## src/rtl/instr_fetch_unit_pkg.sv

```systemverilog
// instr_fetch_unit_pkg: fetch FSM encoding, next-PC select codes and default reset PC
package instr_fetch_unit_pkg;
  localparam logic [1:0] S_BOOT = 2'd0, S_FETCH = 2'd1, S_HOLD = 2'd2;
  localparam logic [1:0] NPC_SEQ = 2'd0, NPC_BR = 2'd1, NPC_JMP = 2'd2;
  localparam logic [31:0] DEFAULT_RESET_PC = 32'h0000_0000;
endpackage

```

## src/rtl/instr_fetch_unit_if.sv

```systemverilog
// instr_fetch_unit_if: instruction-memory, decoder and datapath signals around the fetch stage
interface instr_fetch_unit_if #(parameter int ADDR_W = 32);
  logic              imem_req;
  logic [ADDR_W-1:0] imem_addr;
  logic              imem_ack;
  logic [31:0]       imem_rdata;
  logic [31:0]       instr;
  logic              instr_valid;
  logic              instr_ready;
  logic              beq;
  logic              bne;
  logic              jump;
  logic              alu_zero;
  logic [ADDR_W-1:0] pc;
  logic [ADDR_W-1:0] pc_plus4;
  logic [31:0]       retired_cnt;
  modport master (
    output imem_req, imem_addr, instr, instr_valid, pc, pc_plus4, retired_cnt,
    input  imem_ack, imem_rdata, instr_ready, beq, bne, jump, alu_zero
  );
  modport slave (
    input  imem_req, imem_addr, instr, instr_valid, pc, pc_plus4, retired_cnt,
    output imem_ack, imem_rdata, instr_ready, beq, bne, jump, alu_zero
  );
endinterface

```

## src/rtl/instr_fetch_unit_next_pc_logic.sv

```systemverilog
// next_pc_logic: resolves the next PC from jump/branch decode and the ALU zero flag
module next_pc_logic
  import instr_fetch_unit_pkg::*;
#(
  parameter int ADDR_W = 32
) (
  input  logic [ADDR_W-1:0] pc_i,
  input  logic [25:0]       instr_i,
  input  logic              beq_i,
  input  logic              bne_i,
  input  logic              jump_i,
  input  logic              alu_zero_i,
  output logic [ADDR_W-1:0] pc_plus4_o,
  output logic [ADDR_W-1:0] npc_o
);
  logic [1:0]        sel;
  logic [ADDR_W-1:0] br_tgt;
  logic [ADDR_W-1:0] jmp_tgt;
  always_comb begin
    pc_plus4_o = pc_i + ADDR_W'(4);
    br_tgt     = pc_plus4_o + {{(ADDR_W-18){instr_i[15]}}, instr_i[15:0], 2'b00};
    jmp_tgt    = {pc_plus4_o[ADDR_W-1 -: ADDR_W-28], instr_i, 2'b00};
    // beq and bne together act as an OR of both branch conditions
    sel        = jump_i ? NPC_JMP
               : ((beq_i & alu_zero_i) | (bne_i & ~alu_zero_i)) ? NPC_BR : NPC_SEQ;
    npc_o      = sel == NPC_JMP ? jmp_tgt : sel == NPC_BR ? br_tgt : pc_plus4_o;
  end
endmodule

```

## src/rtl/instr_fetch_unit.sv

```systemverilog
// instr_fetch_unit: holds the PC, fetches one instruction at a time and retires it to the datapath
module instr_fetch_unit
  import instr_fetch_unit_pkg::*;
#(
  parameter int                ADDR_W   = 32,
  parameter logic [ADDR_W-1:0] RESET_PC = ADDR_W'(DEFAULT_RESET_PC)
) (
  input logic                 clk,
  input logic                 rst_n,
  instr_fetch_unit_if.master  bus
);
  logic [1:0]        state_q, state_d;
  logic [ADDR_W-1:0] pc_q, pc_d, npc;
  logic [31:0]       instr_q, instr_d;
  logic              valid_q, valid_d;
  logic [31:0]       cnt_q, cnt_d;
  logic              ack_hit, retire;
  next_pc_logic #(.ADDR_W(ADDR_W)) u_npc (
    .pc_i       (pc_q),
    .instr_i    (instr_q[25:0]),
    .beq_i      (bus.beq),
    .bne_i      (bus.bne),
    .jump_i     (bus.jump),
    .alu_zero_i (bus.alu_zero),
    .pc_plus4_o (bus.pc_plus4),
    .npc_o      (npc)
  );
  always_comb begin
    ack_hit = state_q == S_FETCH && bus.imem_ack;
    retire  = state_q == S_HOLD && bus.instr_ready;
    state_d = state_q == S_BOOT ? S_FETCH : ack_hit ? S_HOLD : retire ? S_FETCH : state_q;
    pc_d    = retire ? npc : pc_q;
    instr_d = ack_hit ? bus.imem_rdata : instr_q;
    valid_d = ack_hit | (valid_q & ~retire);
    cnt_d   = cnt_q + 32'(retire);
  end
  always_ff @(posedge clk or negedge rst_n) begin
    if (!rst_n) begin
      state_q <= S_BOOT;
      pc_q    <= RESET_PC;
      instr_q <= '0;
      valid_q <= 1'b0;
      cnt_q   <= '0;
    end else begin
      state_q <= state_d;
      pc_q    <= pc_d;
      instr_q <= instr_d;
      valid_q <= valid_d;
      cnt_q   <= cnt_d;
    end
  end
  assign bus.imem_req    = state_q == S_FETCH;
  assign bus.imem_addr   = pc_q;
  assign bus.instr       = instr_q;
  assign bus.instr_valid = valid_q;
  assign bus.pc          = pc_q;
  assign bus.retired_cnt = cnt_q;
endmodule

```

## src/flat_wrapper.sv

```systemverilog
// flat-port wrapper written by rule: the top's interface ports become plain ports
module instr_fetch_unit_flat import instr_fetch_unit_pkg::*;
#(
  parameter int                ADDR_W   = 32,
  parameter logic [ADDR_W-1:0] RESET_PC = ADDR_W'(DEFAULT_RESET_PC)
)
  (clk, rst_n, bus_imem_req, bus_imem_addr, bus_instr, bus_instr_valid, bus_pc, bus_pc_plus4, bus_retired_cnt, bus_imem_ack, bus_imem_rdata, bus_instr_ready, bus_beq, bus_bne, bus_jump, bus_alu_zero);
  instr_fetch_unit_if #(.ADDR_W(ADDR_W)) bus_i ();
  input logic clk;
  input logic rst_n;
  output wire logic [$bits(bus_i.imem_req)-1:0] bus_imem_req;
  output wire logic [$bits(bus_i.imem_addr)-1:0] bus_imem_addr;
  output wire logic [$bits(bus_i.instr)-1:0] bus_instr;
  output wire logic [$bits(bus_i.instr_valid)-1:0] bus_instr_valid;
  output wire logic [$bits(bus_i.pc)-1:0] bus_pc;
  output wire logic [$bits(bus_i.pc_plus4)-1:0] bus_pc_plus4;
  output wire logic [$bits(bus_i.retired_cnt)-1:0] bus_retired_cnt;
  input wire logic [$bits(bus_i.imem_ack)-1:0] bus_imem_ack;
  input wire logic [$bits(bus_i.imem_rdata)-1:0] bus_imem_rdata;
  input wire logic [$bits(bus_i.instr_ready)-1:0] bus_instr_ready;
  input wire logic [$bits(bus_i.beq)-1:0] bus_beq;
  input wire logic [$bits(bus_i.bne)-1:0] bus_bne;
  input wire logic [$bits(bus_i.jump)-1:0] bus_jump;
  input wire logic [$bits(bus_i.alu_zero)-1:0] bus_alu_zero;
  assign bus_imem_req = bus_i.imem_req;
  assign bus_imem_addr = bus_i.imem_addr;
  assign bus_instr = bus_i.instr;
  assign bus_instr_valid = bus_i.instr_valid;
  assign bus_pc = bus_i.pc;
  assign bus_pc_plus4 = bus_i.pc_plus4;
  assign bus_retired_cnt = bus_i.retired_cnt;
  assign bus_i.imem_ack = bus_imem_ack;
  assign bus_i.imem_rdata = bus_imem_rdata;
  assign bus_i.instr_ready = bus_instr_ready;
  assign bus_i.beq = bus_beq;
  assign bus_i.bne = bus_bne;
  assign bus_i.jump = bus_jump;
  assign bus_i.alu_zero = bus_alu_zero;
  instr_fetch_unit #(.ADDR_W(ADDR_W), .RESET_PC(RESET_PC)) u_core (.clk(clk), .rst_n(rst_n), .bus(bus_i));
endmodule
```

## config.mk

```make
export PLATFORM = sky130hd
export DESIGN_NAME = instr_fetch_unit_flat
export DESIGN_NICKNAME = d
export VERILOG_FILES = /design/src/rtl/instr_fetch_unit_pkg.sv /design/src/rtl/instr_fetch_unit_if.sv /design/src/rtl/instr_fetch_unit_next_pc_logic.sv /design/src/rtl/instr_fetch_unit.sv /design/src/flat_wrapper.sv
export SDC_FILE = /design/constraint.sdc
export NUM_CORES = 1
export LEC_CHECK = 0
export CAP_MARGIN = 20
export CORE_MARGIN = 4
export CORE_UTILIZATION = 37
export CTS_CLUSTER_DIAMETER = 120
export DETAILED_ROUTE_END_ITERATION = 16
export PLACE_DENSITY = 0.71
export SLEW_MARGIN = 20
export SYNTH_ARGS = -nofsm -noshare
export SYNTH_HDL_FRONTEND = slang
export SYNTH_SLANG_ARGS = --single-unit
```

## constraint.sdc

```tcl
create_clock -name clk -period 3.32 [get_ports clk]
set_clock_uncertainty 0.1 [all_clocks]
set_input_delay 0.332 -clock clk [delete_from_list [all_inputs] [get_ports clk]]
set_output_delay 0.332 -clock clk [all_outputs]
set_load 0.01 [all_outputs]
```

=== After elaboration in Yosys (flattened, before gate mapping) ===
Index checks and enable logic that the tools add are counted.

* Bits in registers: 99
* Input bits: 40
* Output and inout port bits: 162
* Logic and storage cells: 30

* $add $sub $neg: 3
* Equal/unequal tests: 4
* Multiplexer cells: 7
* Bitwise logic cells: 7
* Reductions and logical operators: 4

{| class="wikitable"
|+ Operators by type and width
! kind !! number
|-
| $mux W32 || 2
|-
| $add A32 B1 Y32 || 1
|-
| $add A32 B3 Y32 const B || 1
|-
| $add A32 B32 Y32 || 1
|-
| $mux W2 || 4
|-
| $eq A2 B1 Y1 const B || 2
|-
| $eq A2 B2 Y1 const B || 2
|-
| $and A1 B1 Y1 || 3
|-
| $reduce_bool A3 Y1 || 1
|-
| $logic_and A1 B1 Y1 || 2
|-
| $logic_not A2 Y1 || 1
|-
| $not A1 Y1 || 2
|-
| $or A1 B1 Y1 || 2
|-
| $mux W1 || 1
|}

=== Depth between registers and ports, before layout ===
* Word-level depth: 8
* Depth in mapped cells: 16
* Depth with buffers taken out: 16

=== Cells and area by module ===
From an unflattened synthesis, not the netlist that was laid out.

* Cells, all modules: 752
* Area total of the unflattened synthesis: 6892.9 um^2

{| class="wikitable"
|+ By module, submodules not included
! module !! times used !! cells each !! area each (um^2) !! sequential area each (um^2)
|-
| instr_fetch_unit || 1 || 376 || 4276.6 || 2477.4
|-
| next_pc_logic || 1 || 376 || 2616.3 || 0.0
|}

=== Least setup slack after synthesis ===
No wires, ideal clock.

* Path kind: register to register
* From: register u_core.pc_q[4] (netlist: u_core.bus.imem_addr[4])
* To: register u_core.pc_q[30] (netlist: u_core.bus.imem_addr[30])
* Library setup time: 0.139 ns
* Data arrival time: 3.656 ns
* Data required time: 3.081 ns
* Path slack: -0.575 ns
* Stages on the path, launching flop included: 17
* Buffers on the path: 0
* Period minus slack after synthesis: 3.895 ns
* Cell sequence: dfrtp_1 -> nand3_1 -> nand2b_1 -> nor2_1 -> nand3_1 -> nor2_1 -> xor2_1 -> ha_1 -> a21o_1 -> a21o_1 -> a21o_1 -> a221oi_1 -> nor2_1 -> a2111oi_0 -> o31ai_1 -> xnor2_1 -> o221ai_1

* Cells in the longest elaborated chain, start to end: 4

{| class="wikitable"
|+ Ends and longest elaborated chain
! what !! RTL line !! RTL
|-
| start, declared || instr_fetch_unit.sv:13 || <nowiki>logic [ADDR_W-1:0] pc_q, pc_d, npc;</nowiki>
|-
| start signal, assigned || instr_fetch_unit.sv:46 || <nowiki>pc_q <= pc_d;</nowiki>
|-
| $add A32 B3 Y32 || instr_fetch_unit_next_pc_logic.sv:20 || <nowiki>pc_plus4_o = pc_i + ADDR_W'(4);</nowiki>
|-
| named net bus_pc_plus4[23] || flat_wrapper.sv:16 || <nowiki>output wire logic [$bits(bus_i.pc_plus4)-1:0] bus_pc_plus4;</nowiki>
|-
| $add A32 B32 Y32 || instr_fetch_unit_next_pc_logic.sv:21 || <nowiki>br_tgt = pc_plus4_o + {{(ADDR_W-18){instr_i[15]}}, instr_i[15:0], 2'b00};</nowiki>
|-
| $mux W32 (2 in series) || instr_fetch_unit_next_pc_logic.sv:26 || <nowiki>npc_o = sel == NPC_JMP ? jmp_tgt : sel == NPC_BR ? br_tgt : pc_plus4_o;</nowiki>
|}

The timed path passes the listed nets, and every way through them passes these cells.
A chain may end at the register's enable or synchronous reset.

=== Worst setup path after layout ===
* From: register u_core.pc_q[11] (netlist: u_core.bus.imem_addr[11])
* To: register u_core.pc_q[31] (netlist: u_core.bus.imem_addr[31])

* Cells in the longest elaborated chain, start to end: 4

{| class="wikitable"
|+ Ends and longest elaborated chain
! what !! RTL line
|-
| $add A32 B3 Y32 * || instr_fetch_unit_next_pc_logic.sv:20
|-
| $add A32 B32 Y32 || instr_fetch_unit_next_pc_logic.sv:21
|-
| $mux W32 || instr_fetch_unit_next_pc_logic.sv:26
|-
| $mux W32 * || instr_fetch_unit_next_pc_logic.sv:26
|}

Mark *: on every way between the ends. The rest lies on a longest branch, timed or not.

==> out/results.ini <==
[layout]
syn2layout_area_growth_pct=52.0
finalCoreUtilization_pct=58.0
drive_gt1_share_pct=25.3
nNetsFinal=1068
num_antenna_cells=0
layout_common_cells=clkdlybuf4s50_1, buf_4, dfrtp_1, nand2_1, xnor2_1
fin_cells=1219
final_common_cell=clkdlybuf4s50_1

[route]
viasPerCell=5.24
wire_per_inst_um=17.5
drt-initial-drc-count=365
vias=6387
drc=0
postRouteAntennaNets=0
drtPass1Iterations=4
drt_wl_total_mm=21.3

[setup_path]
worstPathRequired_ns=3.49
crit_arrival_ns=3.58
critPathLaunchType=register
end_kind=register
cp_max_fo=5
critPathKind=register to register

[timing]
hold_violations=0
slew_viol_final=0
max_freq_mhz=293
fin_crit_sh_pct=103
rsz0062_at_grt=true
hold_ws_ns=0.382
max_slew_margin_pct=45.8
post-route-min-period_ns=3.41
finalSetupViolCount=4
worst_slack_ns=-0.0893
fin_tns_setup_ns=-0.151
tightest_slew_ns=0.813

[grt]
grt_usage_pct=20.9
grt_pass1_wl_mm=34.0
grt_antenna_before_repair=0
gr-total-overflow=0
grt_max_degree=61
grt_pass1_vias=6446

[logic_synthesis]
synthCells=711
yosys.area_share.adder_pct=7.40
synth_area_leaders=dfrtp_1, ha_1, xnor2_1
async_reset_ff_share_pct=100
netlist.area_leader.share_pct=36.3
yosys.area_share.simple_pct=15.8
synth_cell_types=71
synth_area_leader_cell=dfrtp_1
synth_edf_count=0
ys_ff_latch=97
synth_compound_area_share_pct=17.6
synth_flop_cell=dfrtp_1
synth_mux_area_share_pct=5.68
synth_top_family_by_area=compound AO/OA/AOI/OAI gates
yosysSeqAreaShare_pct=36.3
synth-xor-area-share_pct=10.2
syn_avg_cell_area_um2=9.41
synth_area_um2=6690
yosys_warnings=0

[power]
sequentialPowerShare_pct=18.7
clkPwrFrac_pct=9.9
p_leak_nw=4.53
irDropWorstVdd_mv=0.489
power.density_nw_per_um2=1070
p_int_mw=6.21
p_sw_mw=4.64
comb_power_share_pct=71.4
netSwitchingFraction_pct=42.8
total_power_mw=10.8

[clock_network]
cts_tree=built
clk_pin_slew_ns=0.08
htreeDepth=3
cts_buffers=9
clk_latency_ns=0.36
clockBufferDepth=2
clockRootBuffer=clkbuf_16
cts_sinks=97

[run_status]
violations=negative setup slack
status=complete, but fails checks

[floorplanning]
die_height_um=142
die_area_um2=20300
core_um2=17500
ioPinCount=202
rows=48
initial_utilization_pct=38.2
die_x_um=142

[place]
gp_congestion=0.879
place_hpwl_mm=16.0
numPortBuffers=195
place_inst=1192

[job]
cap_violations=0

[worst_hold_path]
hp-class=register to register

==> worst paths after layout <==
path / from / to / slack, ns / cells past startpoint
max in group asynchronous: rst_n / u_core.bus.instr[21]$_DFFE_PN0P_ / 1.89 / 3
max reg2reg: u_core.bus.imem_addr[11]$_DFFE_PN0P_ / u_core.bus.imem_addr[31]$_DFFE_PN0P_ / -0.09 / 15
min: u_core.bus.instr_valid$_DFF_PN0_ / u_core.bus.instr_valid$_DFF_PN0_ / 0.38 / 2
max: u_core.bus.imem_addr[11]$_DFFE_PN0P_ / u_core.bus.imem_addr[31]$_DFFE_PN0P_ / -0.09 / 15
min reg2reg: u_core.bus.instr_valid$_DFF_PN0_ / u_core.bus.instr_valid$_DFF_PN0_ / 0.38 / 2
min in group asynchronous: rst_n / u_core.bus.retired_cnt[18]$_DFF_PN0_ / 0.51 / 2
==> Yosys cell counts, types with 4 or more instances <==
cell type / instances
inv_1: 9
a22oi_1: 5
and3_1: 14
o21bai_1: 4
o21ai_0: 28
buf_4: 36
nor3_1: 7
xor2_1: 24
xnor2_1: 54
a21oi_1: 39
nand4_1: 12
clkbuf_8: 4
a21o_1: 22
mux2_2: 32
a31oi_1: 5
o22ai_1: 9
and4_1: 6
nor2_1: 48
nand3_1: 29
o21a_1: 5
clkbuf_1: 17
o221ai_1: 7
a221oi_1: 5
a211oi_1: 4
dfrtp_1: 97
ha_1: 38
nand2_1: 78
o31ai_1: 12
==> what timing repair did <==
item,4_1_cts,5_1_grt
hold buffers,1,0
resized for setup,14,36
setup buffers,5,5
pin swaps,18,29
endpoints found under the hold margin,36,0
setup endpoints to repair,9,19
==> registers in the layout, summed over array words and instances (netlist names) <==
register                count
u_core.bus.instr           32
u_core.bus.retired_cnt     32
u_core.bus.imem_addr       30
u_core.state_q              2
u_core.bus.instr_valid      1
==> cell families after synthesis <==
| logic type | count (synthesis) |
|---|---|
| AO/OA/AOI/OAI | 171 |
| XOR/XNOR | 78 |
| adder cells (fa/ha/maj) | 39 |
| buffers and inverters | 73 |
| flip-flops | 97 |
| multiplexers | 34 |
| other | 1 |
| AND/OR/NAND/NOR | 218 |
==> per-layer routing <==
metal	vias up	global-route usage [%]	routed length, um
li1	3086	-	-
met1	3031	27.6	9210
met2	225	33.1	9840
met3	45	6.15	1760
met4	0	6.50	496
met5	-	0	0
==> per-stage QoR <==
stage	area (um^2)	setup WS [ns]
2_1_floorplan	6820	-0.210
3_3_place_gp	9540	-0.115
3_5_place_dp	9540	-0.257
4_1_cts	9960	-0.0939
5_1_grt	10200	-0.207
6_report	10200	-0.0893
==> power groups by stage <==
stage	Combinational [mW]	Clock [mW]	Sequential [mW]
after global placement	7.25	0	2.02
after CTS	7.46	1.11	2.02
after global routing	8.39	1.16	2.10
after detailed placement	7.31	0	2.03
after floorplan	3.89	0	2.26
final	7.74	1.08	2.03
==> layout make-up <==
type	instances	area, um^2
Clock buffer	9	225
Clock inverter	7	76.3
Fill cell	1572	7370
Inverter	11	41.3
Multi-Input combinational cell	546	4140
Sequential cell	97	2440
Tap cell	225	282
Timing Repair Buffer	324	2970
==> worst max-delay path, stage by stage, from the launching register on <==
cell      delay [ns]
dfrtp_2         0.36
and4_4          0.25
nand3_4         0.10
and2b_4         0.32
nand4_1         0.16
xnor2_2         0.25
ha_4            0.23
a21o_1          0.16
a21o_1          0.16
a21oi_2         0.17
o21ai_2         0.07
or3b_1          0.36
o221ai_2        0.15
xnor2_1         0.15
a21oi_1         0.10
o31ai_2         0.21
(Power assumes the default switching activity.)
